<file path="src/rtl/i2s_pkg.sv">
// i2s_pkg: shared I2S frame geometry and bit-clock divider helper.
// Latency: n/a (constants and an elaboration-time function only).
// Backpressure: n/a.
package i2s_pkg;

   localparam int I2S_SLOT_BITS  = 32;
   localparam int I2S_FRAME_BITS = 64;

   // System-clock cycles per half bit-clock period (integer division).
   function automatic int half_div(input int clk_freq, input int i2s_clk_freq);
      return clk_freq / (2 * i2s_clk_freq);
   endfunction

endpackage

</file>
<file path="src/rtl/i2s_rx_if.sv">
// i2s_rx_if: microphone-side I2S pins plus the PCM output strobe bundle.
// Latency: n/a (wiring only).
// Backpressure: none; the PCM consumer must take every pcm_ready strobe.
// Ports: master = receiver (drives clocks, strap and PCM; reads sd),
//        slave  = environment (microphone + PCM consumer).
interface i2s_rx_if #(
   parameter int DATA_OUT_SIZE = 24
);
   logic                     i2s_clk;
   logic                     i2s_ws;
   logic                     i2s_lr;
   logic                     i2s_sd;
   logic [DATA_OUT_SIZE-1:0] pcm_out;
   logic                     pcm_ready;

   modport master (
      output i2s_clk, i2s_ws, i2s_lr, pcm_out, pcm_ready,
      input  i2s_sd
   );

   modport slave (
      input  i2s_clk, i2s_ws, i2s_lr, pcm_out, pcm_ready,
      output i2s_sd
   );
endinterface

</file>
<file path="src/rtl/i2s_clk_gen.sv">
// i2s_clk_gen: divides clk down to the I2S bit clock and flags its edges.
// Latency: strobes are combinational, high in the cycle whose clk edge toggles o_i2s_clk.
// Backpressure: none; free-running.
// Ports: clk/rst_n (sync, active-low), o_i2s_clk, o_rise_stb, o_fall_stb.
module i2s_clk_gen #(
   parameter int HALF_DIV = 33
) (
   input  logic clk,
   input  logic rst_n,
   output logic o_i2s_clk,
   output logic o_rise_stb,
   output logic o_fall_stb
);
   localparam int DIV_W = $clog2(HALF_DIV);

   logic [DIV_W-1:0] r_div;
   logic             r_clk;
   logic             w_tc;

   assign w_tc = (r_div == DIV_W'(HALF_DIV - 1));

   always_ff @(posedge clk) begin
      if (!rst_n) begin
         r_div <= '0;
         r_clk <= 1'b0;
      end else if (w_tc) begin
         r_div <= '0;
         r_clk <= ~r_clk;
      end else begin
         r_div <= r_div + DIV_W'(1);
      end
   end

   // Strobe marks the cycle whose closing edge performs the toggle.
   assign o_rise_stb = w_tc & ~r_clk;
   assign o_fall_stb = w_tc &  r_clk;
   assign o_i2s_clk  = r_clk;

endmodule

</file>
<file path="src/rtl/i2s_rx.sv">
// i2s_rx: I2S mic receiver; deserialises one slot and averages REDUCE_FACTOR samples.
// Latency: pcm_ready/pcm_out update 2 clk after the rise_stb that captures the slot's last bit.
// Backpressure: none; pcm_out holds until the next strobe (at least one frame).
// Ports: clk, rst_n (sync, active-low), bus (i2s_rx_if.master: i2s_clk, i2s_ws,
//        i2s_lr, i2s_sd, pcm_out, pcm_ready).
module i2s_rx
   import i2s_pkg::*;
#(
   parameter int CLK_FREQ      = 100_000_000,
   parameter int I2S_CLK_FREQ  = 1_500_000,
   parameter int I2S_DATA_SIZE = 24,
   parameter int DATA_OUT_SIZE = 24,
   parameter int REDUCE_FACTOR = 2,
   parameter int CHANNEL       = 0
) (
   input  logic     clk,
   input  logic     rst_n,
   i2s_rx_if.master bus
);
   localparam int HALF_DIV = half_div(CLK_FREQ, I2S_CLK_FREQ);
   localparam int RED_LOG  = $clog2(REDUCE_FACTOR);
   localparam int ACC_W    = I2S_DATA_SIZE + RED_LOG;
   localparam int CNT_W    = RED_LOG + 1;
   localparam logic [5:0] C_FIRST = 6'(I2S_SLOT_BITS * CHANNEL + 1);
   localparam logic [5:0] C_LAST  = 6'(I2S_SLOT_BITS * CHANNEL + I2S_DATA_SIZE);

   if (HALF_DIV < 4) begin : g_bad_div
      $error("i2s_rx: CLK_FREQ/(2*I2S_CLK_FREQ) must be at least 4");
   end
   if (I2S_DATA_SIZE < 8 || I2S_DATA_SIZE > 31) begin : g_bad_ds
      $error("i2s_rx: I2S_DATA_SIZE must be 8..31");
   end
   if (REDUCE_FACTOR < 1 || REDUCE_FACTOR > 16 ||
       (REDUCE_FACTOR & (REDUCE_FACTOR - 1)) != 0) begin : g_bad_rf
      $error("i2s_rx: REDUCE_FACTOR must be a power of two in 1..16");
   end
   if (CHANNEL != 0 && CHANNEL != 1) begin : g_bad_ch
      $error("i2s_rx: CHANNEL must be 0 or 1");
   end

   logic w_i2s_clk;
   logic w_rise_stb;
   logic w_fall_stb;

   i2s_clk_gen #(.HALF_DIV(HALF_DIV)) u_clk_gen (
      .clk        (clk),
      .rst_n      (rst_n),
      .o_i2s_clk  (w_i2s_clk),
      .o_rise_stb (w_rise_stb),
      .o_fall_stb (w_fall_stb)
   );

   // ---------------- frame position / word select ----------------
   logic [5:0] r_bit_cnt;
   logic [5:0] w_bit_nxt;
   logic       r_ws;

   assign w_bit_nxt = r_bit_cnt + 6'd1;   // 6-bit wrap gives 63 -> 0

   always_ff @(posedge clk) begin
      if (!rst_n) begin
         r_bit_cnt <= '0;
         r_ws      <= 1'b0;
      end else if (w_fall_stb) begin
         r_bit_cnt <= w_bit_nxt;
         r_ws      <= w_bit_nxt[5];       // upper half of the frame is the right slot
      end
   end

   // ---------------- serial data sync + deserialiser ----------------
   logic                     r_sd_meta;
   logic                     r_sd_sync;
   logic [I2S_DATA_SIZE-1:0] r_shift;
   logic                     r_done;
   logic                     w_in_slot;

   // Bit B of the slot is the I2S delay bit and is skipped.
   assign w_in_slot = (r_bit_cnt >= C_FIRST) && (r_bit_cnt <= C_LAST);

   always_ff @(posedge clk) begin
      if (!rst_n) begin
         r_sd_meta <= 1'b0;
         r_sd_sync <= 1'b0;
         r_shift   <= '0;
         r_done    <= 1'b0;
      end else begin
         r_sd_meta <= bus.i2s_sd;
         r_sd_sync <= r_sd_meta;
         r_done    <= w_rise_stb && (r_bit_cnt == C_LAST);
         if (w_rise_stb && w_in_slot) begin
            r_shift <= {r_shift[I2S_DATA_SIZE-2:0], r_sd_sync};
         end
      end
   end

   // ---------------- decimator ----------------
   logic signed [ACC_W-1:0]         r_acc;
   logic        [CNT_W-1:0]         r_cnt;
   logic signed [ACC_W-1:0]         w_sample_ext;
   logic signed [ACC_W-1:0]         w_acc_sum;
   logic signed [I2S_DATA_SIZE-1:0] w_avg_ds;
   logic        [DATA_OUT_SIZE-1:0] w_aligned;
   logic        [DATA_OUT_SIZE-1:0] r_pcm;
   logic                            r_rdy;
   logic                            w_group_end;

   assign w_sample_ext = ACC_W'($signed(r_shift));
   assign w_acc_sum    = r_acc + w_sample_ext;
   // Arithmetic shift floors toward -inf; the mean always fits the slot width.
   assign w_avg_ds     = I2S_DATA_SIZE'(w_acc_sum >>> RED_LOG);
   assign w_group_end  = (r_cnt == CNT_W'(REDUCE_FACTOR - 1));

   if (I2S_DATA_SIZE < DATA_OUT_SIZE) begin : g_left_just
      assign w_aligned = {w_avg_ds, {(DATA_OUT_SIZE - I2S_DATA_SIZE){1'b0}}};
   end else if (I2S_DATA_SIZE > DATA_OUT_SIZE) begin : g_keep_msbs
      assign w_aligned = DATA_OUT_SIZE'(w_avg_ds >>> (I2S_DATA_SIZE - DATA_OUT_SIZE));
   end else begin : g_pass
      assign w_aligned = w_avg_ds;
   end

   always_ff @(posedge clk) begin
      if (!rst_n) begin
         r_acc <= '0;
         r_cnt <= '0;
         r_pcm <= '0;
         r_rdy <= 1'b0;
      end else begin
         r_rdy <= 1'b0;
         if (r_done) begin
            if (w_group_end) begin
               r_pcm <= w_aligned;
               r_rdy <= 1'b1;
               r_acc <= '0;
               r_cnt <= '0;
            end else begin
               r_acc <= w_acc_sum;
               r_cnt <= r_cnt + CNT_W'(1);
            end
         end
      end
   end

   assign bus.i2s_clk   = w_i2s_clk;
   assign bus.i2s_ws    = r_ws;
   assign bus.i2s_lr    = (CHANNEL != 0);
   assign bus.pcm_out   = r_pcm;
   assign bus.pcm_ready = r_rdy;

endmodule

</file>
<file path="src/flat_wrapper.sv">
// flat-port wrapper written by rule: the top's interface ports become plain ports
module i2s_rx_flat import i2s_pkg::*;
#(
   parameter int CLK_FREQ      = 100_000_000,
   parameter int I2S_CLK_FREQ  = 1_500_000,
   parameter int I2S_DATA_SIZE = 24,
   parameter int DATA_OUT_SIZE = 24,
   parameter int REDUCE_FACTOR = 2,
   parameter int CHANNEL       = 0
)
  (clk, rst_n, bus_i2s_clk, bus_i2s_ws, bus_i2s_lr, bus_pcm_out, bus_pcm_ready, bus_i2s_sd);
  i2s_rx_if #(.DATA_OUT_SIZE(DATA_OUT_SIZE)) bus_i ();
  input  logic clk;
  input  logic rst_n;
  output wire logic [$bits(bus_i.i2s_clk)-1:0] bus_i2s_clk;
  output wire logic [$bits(bus_i.i2s_ws)-1:0] bus_i2s_ws;
  output wire logic [$bits(bus_i.i2s_lr)-1:0] bus_i2s_lr;
  output wire logic [$bits(bus_i.pcm_out)-1:0] bus_pcm_out;
  output wire logic [$bits(bus_i.pcm_ready)-1:0] bus_pcm_ready;
  input wire logic [$bits(bus_i.i2s_sd)-1:0] bus_i2s_sd;
  assign bus_i2s_clk = bus_i.i2s_clk;
  assign bus_i2s_ws = bus_i.i2s_ws;
  assign bus_i2s_lr = bus_i.i2s_lr;
  assign bus_pcm_out = bus_i.pcm_out;
  assign bus_pcm_ready = bus_i.pcm_ready;
  assign bus_i.i2s_sd = bus_i2s_sd;
  i2s_rx #(.CLK_FREQ(CLK_FREQ), .I2S_CLK_FREQ(I2S_CLK_FREQ), .I2S_DATA_SIZE(I2S_DATA_SIZE), .DATA_OUT_SIZE(DATA_OUT_SIZE), .REDUCE_FACTOR(REDUCE_FACTOR), .CHANNEL(CHANNEL)) u_core (.clk(clk), .rst_n(rst_n), .bus(bus_i));
endmodule
</file>
<file path="config.mk">
export PLATFORM = sky130hd
export DESIGN_NAME = i2s_rx_flat
export DESIGN_NICKNAME = d
export VERILOG_FILES = /design/src/rtl/i2s_pkg.sv /design/src/rtl/i2s_rx_if.sv /design/src/rtl/i2s_clk_gen.sv /design/src/rtl/i2s_rx.sv /design/src/flat_wrapper.sv
export SDC_FILE = /design/constraint.sdc
export NUM_CORES = 1
export LEC_CHECK = 0
export CAP_MARGIN = 10
export CORE_MARGIN = 2
export CORE_UTILIZATION = 47
export DETAILED_ROUTE_END_ITERATION = 6
export PLACE_DENSITY = 0.66
export SLEW_MARGIN = 20
export SYNTH_ARGS = -nofsm -noshare
export SYNTH_HDL_FRONTEND = slang
export SYNTH_SLANG_ARGS = --single-unit
</file>
<file path="constraint.sdc">
create_clock -name clk -period 3.16 [get_ports clk]
set_clock_uncertainty 0.05 [all_clocks]
set_input_delay 0.316 -clock clk [delete_from_list [all_inputs] [get_ports clk]]
set_output_delay 0.316 -clock clk [all_outputs]
set_load 0.005 [all_outputs]
</file>
Yosys cells after proc, flatten, opt, wreduce, memory -nomap -nowiden. Cells that the tools add are included.

Add/subtract/negate cells: 4. Magnitude comparators: 2. Equality and inequality tests: 3. Multiplexer cells: 3. Bitwise gates (word level): 4. Reduce and logical (&&, ||, !) cells: 6.

Operator list (count): 25-bit by 24-bit adder with 25-bit output (1); 25-bit 2-to-1 mux (1); 6-bit by 1-bit adder with 6-bit output, second input constant (2); 6-bit by 5-bit equality test with 1-bit output, second input constant (1); 6-bit equality test, second input constant (1); 6-bit by 1-bit greater-or-equal comparator with 1-bit output, second input constant (1); 6-bit by 5-bit less-or-equal comparator with 1-bit output, second input constant (1); 2-bit AND reduction (2); 1-bit logical AND (3); 2-bit by 1-bit adder with 2-bit output, second input constant (1); 1-bit bitwise AND (2); 2-bit by 1-bit equality test with 1-bit output, second input constant (1); 2-bit 2-to-1 mux (1); 1-bit inverter (2); 2-bit OR reduction (1); 1-bit 2-to-1 mux (1).

Register bits after elaboration: 93.

Logic depth before layout (Yosys ltp).
Depth in word-level cells: 3. Depth in mapped cells: 9. Gate-level depth less buffers: 9.

Cells and area by module. A second synthesis with hierarchy kept.

Cells, all modules: 541. Area, all modules: 4613.2 µm².

By module, submodules not included: i2s_rx (instances 1, cells each 505, area an instance 4301.6 µm², sequential area each 1701.6 µm²); i2s_clk_gen (instances 1, cells each 36, area an instance 311.5 µm², sequential area each 140.1 µm²).

Least setup slack after synthesis. OpenSTA, ideal clock, no wires.

Path kind: register -> register. Start: register u_core.r_acc[0]. End: register u_core.r_acc[24]. Data arrival time: 2362 ps. Required time: 3036 ps. Slack: 674 ps. Cell stages (with the launch flop): 10. Buffers on the path: 0. Cell sequence: dfxtp_1 > ha_1 > fa_1 > a211oi_1 > o21ai_1 > and3_1 > o2111ai_1 > mux2_2 > a211o_1 > o21ai_0.

Cells in the longest elaborated chain, start to end: 2.

Ends and longest elaborated chain: from (decl) (RTL line i2s_rx.sv:97) `logic signed [ACC_W-1:0] r_acc;`; from (signal assigned) (RTL line i2s_rx.sv:136) `r_acc <= w_acc_sum;`; 25-bit by 24-bit adder with 25-bit output (RTL line i2s_rx.sv:108) `assign w_acc_sum = r_acc + w_sample_ext;`; 25-bit 2-to-1 mux (RTL line i2s_rx.sv:130) `if (w_group_end) begin`.

Every way passes these cells. A chain may end at the register's enable or synchronous reset.

Final worst setup path. Same ends and word-level chain as after synthesis.

==> impl_metrics.ini <==
[cts]
htree_levels = 3
ctsResizeCount = 0
holdBufCountCts = 0
cts_setup_buffers = 0
clkTransAtPathRegs_ns = 0.09
cts_buffers = 9
clk_latency_ns = 0.37
cts.path.max_buffers = 2
root_buffer = clkbuf_8
cts_tree = done
cts.sinks = 92

[sta]
finalHoldViolCount = 0
fin_ws_ns = 0.3618
worstMarginPinSlew_ns = 0.5156
slew-limit-headroom = 0.6553
tns_ns = 0
rsz0062_at_grt = no
setup_violations = 0
drv_slew = 0
period_minus_slack_ns = 2.798
fin_crit_sh = 0.8855
fmax_mhz = 357.4

[synth]
synth_edf_count = 0
synth.top_cells.by_area = dfxtp_1 39%, ha_1 7.9%, mux2i_1 5.3%
syn_inst = 548
synth_nets = 582
ys_ff_latch = 92
synth_top_area_cell = dfxtp_1
yosys_warnings = 0
synthTopCellsByCount = 92 x dfxtp_1, 64 x nor2_1, 55 x nand2_1
syn_avg_cell_area_um2 = 8.637
synth-main-ff-cell = dfxtp_1
async_reset_ff_frac = 0
ys_types = 59
yosys.cell_count.top_type = dfxtp_1
syn-cell-area_um2 = 4733
ys_seq_area_frac = 0.3891
synth_top_area_frac = 0.3891

[power]
leakagePower_nw = 2.088
switching_power_mw = 0.4395
finalPower_mw = 1.897
peakVddDrop_uv = 214.7
p_seq_frac = 0.614
p_int_mw = 1.458
power_density_nw_per_um2 = 357.7
pwr-share-comb = 0.019
p_clk_frac = 0.367
swShare = 0.2316

[setup_path]
cp.arrival_ns = 3.05
slowest_delay_ns = 0.43
worstPathCellList = ha_1 > fa_1 > a211oi_1 > o21ai_1 > and3_1 > o2111ai_1 > mux2_2 > a211o_1 > o21ai_0
start_kind = flip-flop
cp-end-kind = flip-flop
required_ns = 3.41
r2r_slack_ns = 0.36
path_class = flip-flop to flip-flop
critPathSlowestCell = fa_1
crit_fanout = 4

[placement]
pre_cts_ws_ns = 0.4307
io_buffers = 29
place_hpwl_um = 7515
dpl_cell_area_um2 = 5136
place_congestion = 0.8835

[floorplan]
dieArea_um2 = 10890
start_util = 0.4843
die_h_um = 104.4
num_rows = 36
io_pins = 31
coreArea_um2 = 9774
die_w_um = 104.4

[drt]
num_vias = 3952
viasPerCell = 5.582
wirelength_um = 10400
ant_nets = 0
wl_per_cell_um = 14.69
drc = 0
drt_first_pass_iters = 5
drt-initial-drc-count = 229

[layout]
fillCellCount = 925
drive_gt1_frac = 0.06435
diodes = 0
design_area_um2 = 5304
nets = 604
syn2layout_area_growth_pct = 12.05

[global_routing]
antenna_found_initial = 0
grt_use_total = 0.1994
grt_pass1_wl_um = 17840
grt_pass1_vias = 3671
grt_overflow = 0
grt_start_max_net_pins = 40

[flow_run]
drv_cap = 0

[min_path]
hold_path.class = flip-flop to flip-flop

[run_status]
outcome = finished clean
[power groups by stage]
| stage | Clock (mW) | Combinational, mW | Sequential (mW) |
|---|---|---|---|
| after floorplan | 0 | 0.0247 | 1.19 |
| after CTS | 0.731 | 0.0358 | 1.17 |
| after global placement | 0 | 0.0352 | 1.19 |
| after global routing | 0.779 | 0.0408 | 1.17 |
| after detailed placement | 0 | 0.0357 | 1.19 |
| final | 0.696 | 0.0353 | 1.17 |
[cell type report]
class	count	area (µm²)	share of cell area
clock buffers	10	127.6	0.02406
repair buffers	38	357.8	0.06747
inverters	16	60.06	0.01132
well taps	133	166.4	0.03138
clock inverters	6	40.04	0.007549
flip-flops and latches	92	1842	0.3473
multi-input cells	413	2710	0.5110
[state kept, by name, indices dropped and copies added (netlist names)]
| signal | cells |
|---|---|
| u_core.bus.i2s_ws | 1 |
| u_core.bus.pcm_out | 24 |
| u_core.bus.pcm_ready | 1 |
| u_core.r_acc | 25 |
| u_core.r_bit_cnt | 5 |
| u_core.r_cnt | 2 |
| u_core.r_done | 1 |
| u_core.r_sd_meta | 1 |
| u_core.r_sd_sync | 1 |
| u_core.r_shift | 24 |
| u_core.u_clk_gen.o_i2s_clk | 1 |
| u_core.u_clk_gen.r_div | 6 |
[placed cells by master, fill, tap and decap left out, types with 3 or more instances in the layout]
cell,instances
clkbuf_8,9
o21ai_0,22
a22oi_1,9
a211oi_1,5
nand2_1,55
and2_1,4
nor2_1,64
mux2i_1,25
o211ai_1,4
nand4_1,6
or3_1,13
o2111ai_1,3
o21a_1,5
and3_1,6
nor3_1,6
buf_4,9
nand3_1,26
a21o_1,17
xor2_1,9
a21oi_1,38
o21ai_1,4
clkinv_2,3
xnor2_1,11
ha_1,30
dfxtp_1,92
a32o_1,7
inv_1,15
clkdlybuf4s50_1,29
a31oi_1,7
[per-stage QoR]
step           hold WS (ns)  cells  utilization
2_1_floorplan        0.3619    548            -
3_3_place_gp         0.3781    692       0.5255
3_5_place_dp         0.3772    692       0.5255
4_1_cts              0.4040    708       0.5426
5_1_grt              0.4227    708       0.5426
6_report             0.4007    708       0.5426
[worst max-delay path: cells and delay by family, from the launching register on]
kind	cells	cell delay, ns
adders and majority gates	2	0.66
AOI/OAI and AO/OA	5	1.09
DFF	1	0.32
muxes	1	0.40
and+or+nand+nor	1	0.21
[routing by layer]
layer,wire (µm),global-route usage,vias to the layer above
li1,-,-,2015
met1,4979,0.2712,1836
met2,4779,0.3161,85
met3,454,0.04073,16
met4,189,0.06467,0
met5,0,0,-
[path summary, 6_finish.rpt]
path,end,cells past startpoint,from
hold / removal,u_core.r_sd_sync,1,u_core.r_sd_meta
setup / recovery,u_core.r_acc[24],9,u_core.r_acc[0]
setup reg to reg,u_core.r_acc[24],9,u_core.r_acc[0]
hold reg to reg,u_core.r_sd_sync,1,u_core.r_sd_meta
[cells by family after synthesis]
group | after synthesis | share of synthesized area
other | 1 | 0.0007923
DFF | 92 | 0.3891
muxes | 26 | 0.05525
buffers and inverters | 43 | 0.03833
xor gates and xnor gates | 20 | 0.03701
adders and majority gates | 31 | 0.08353
and+or+nand+nor | 194 | 0.1917
AOI/OAI and AO/OA | 141 | 0.2043
Note: power is estimated with default switching activity, not from simulation.
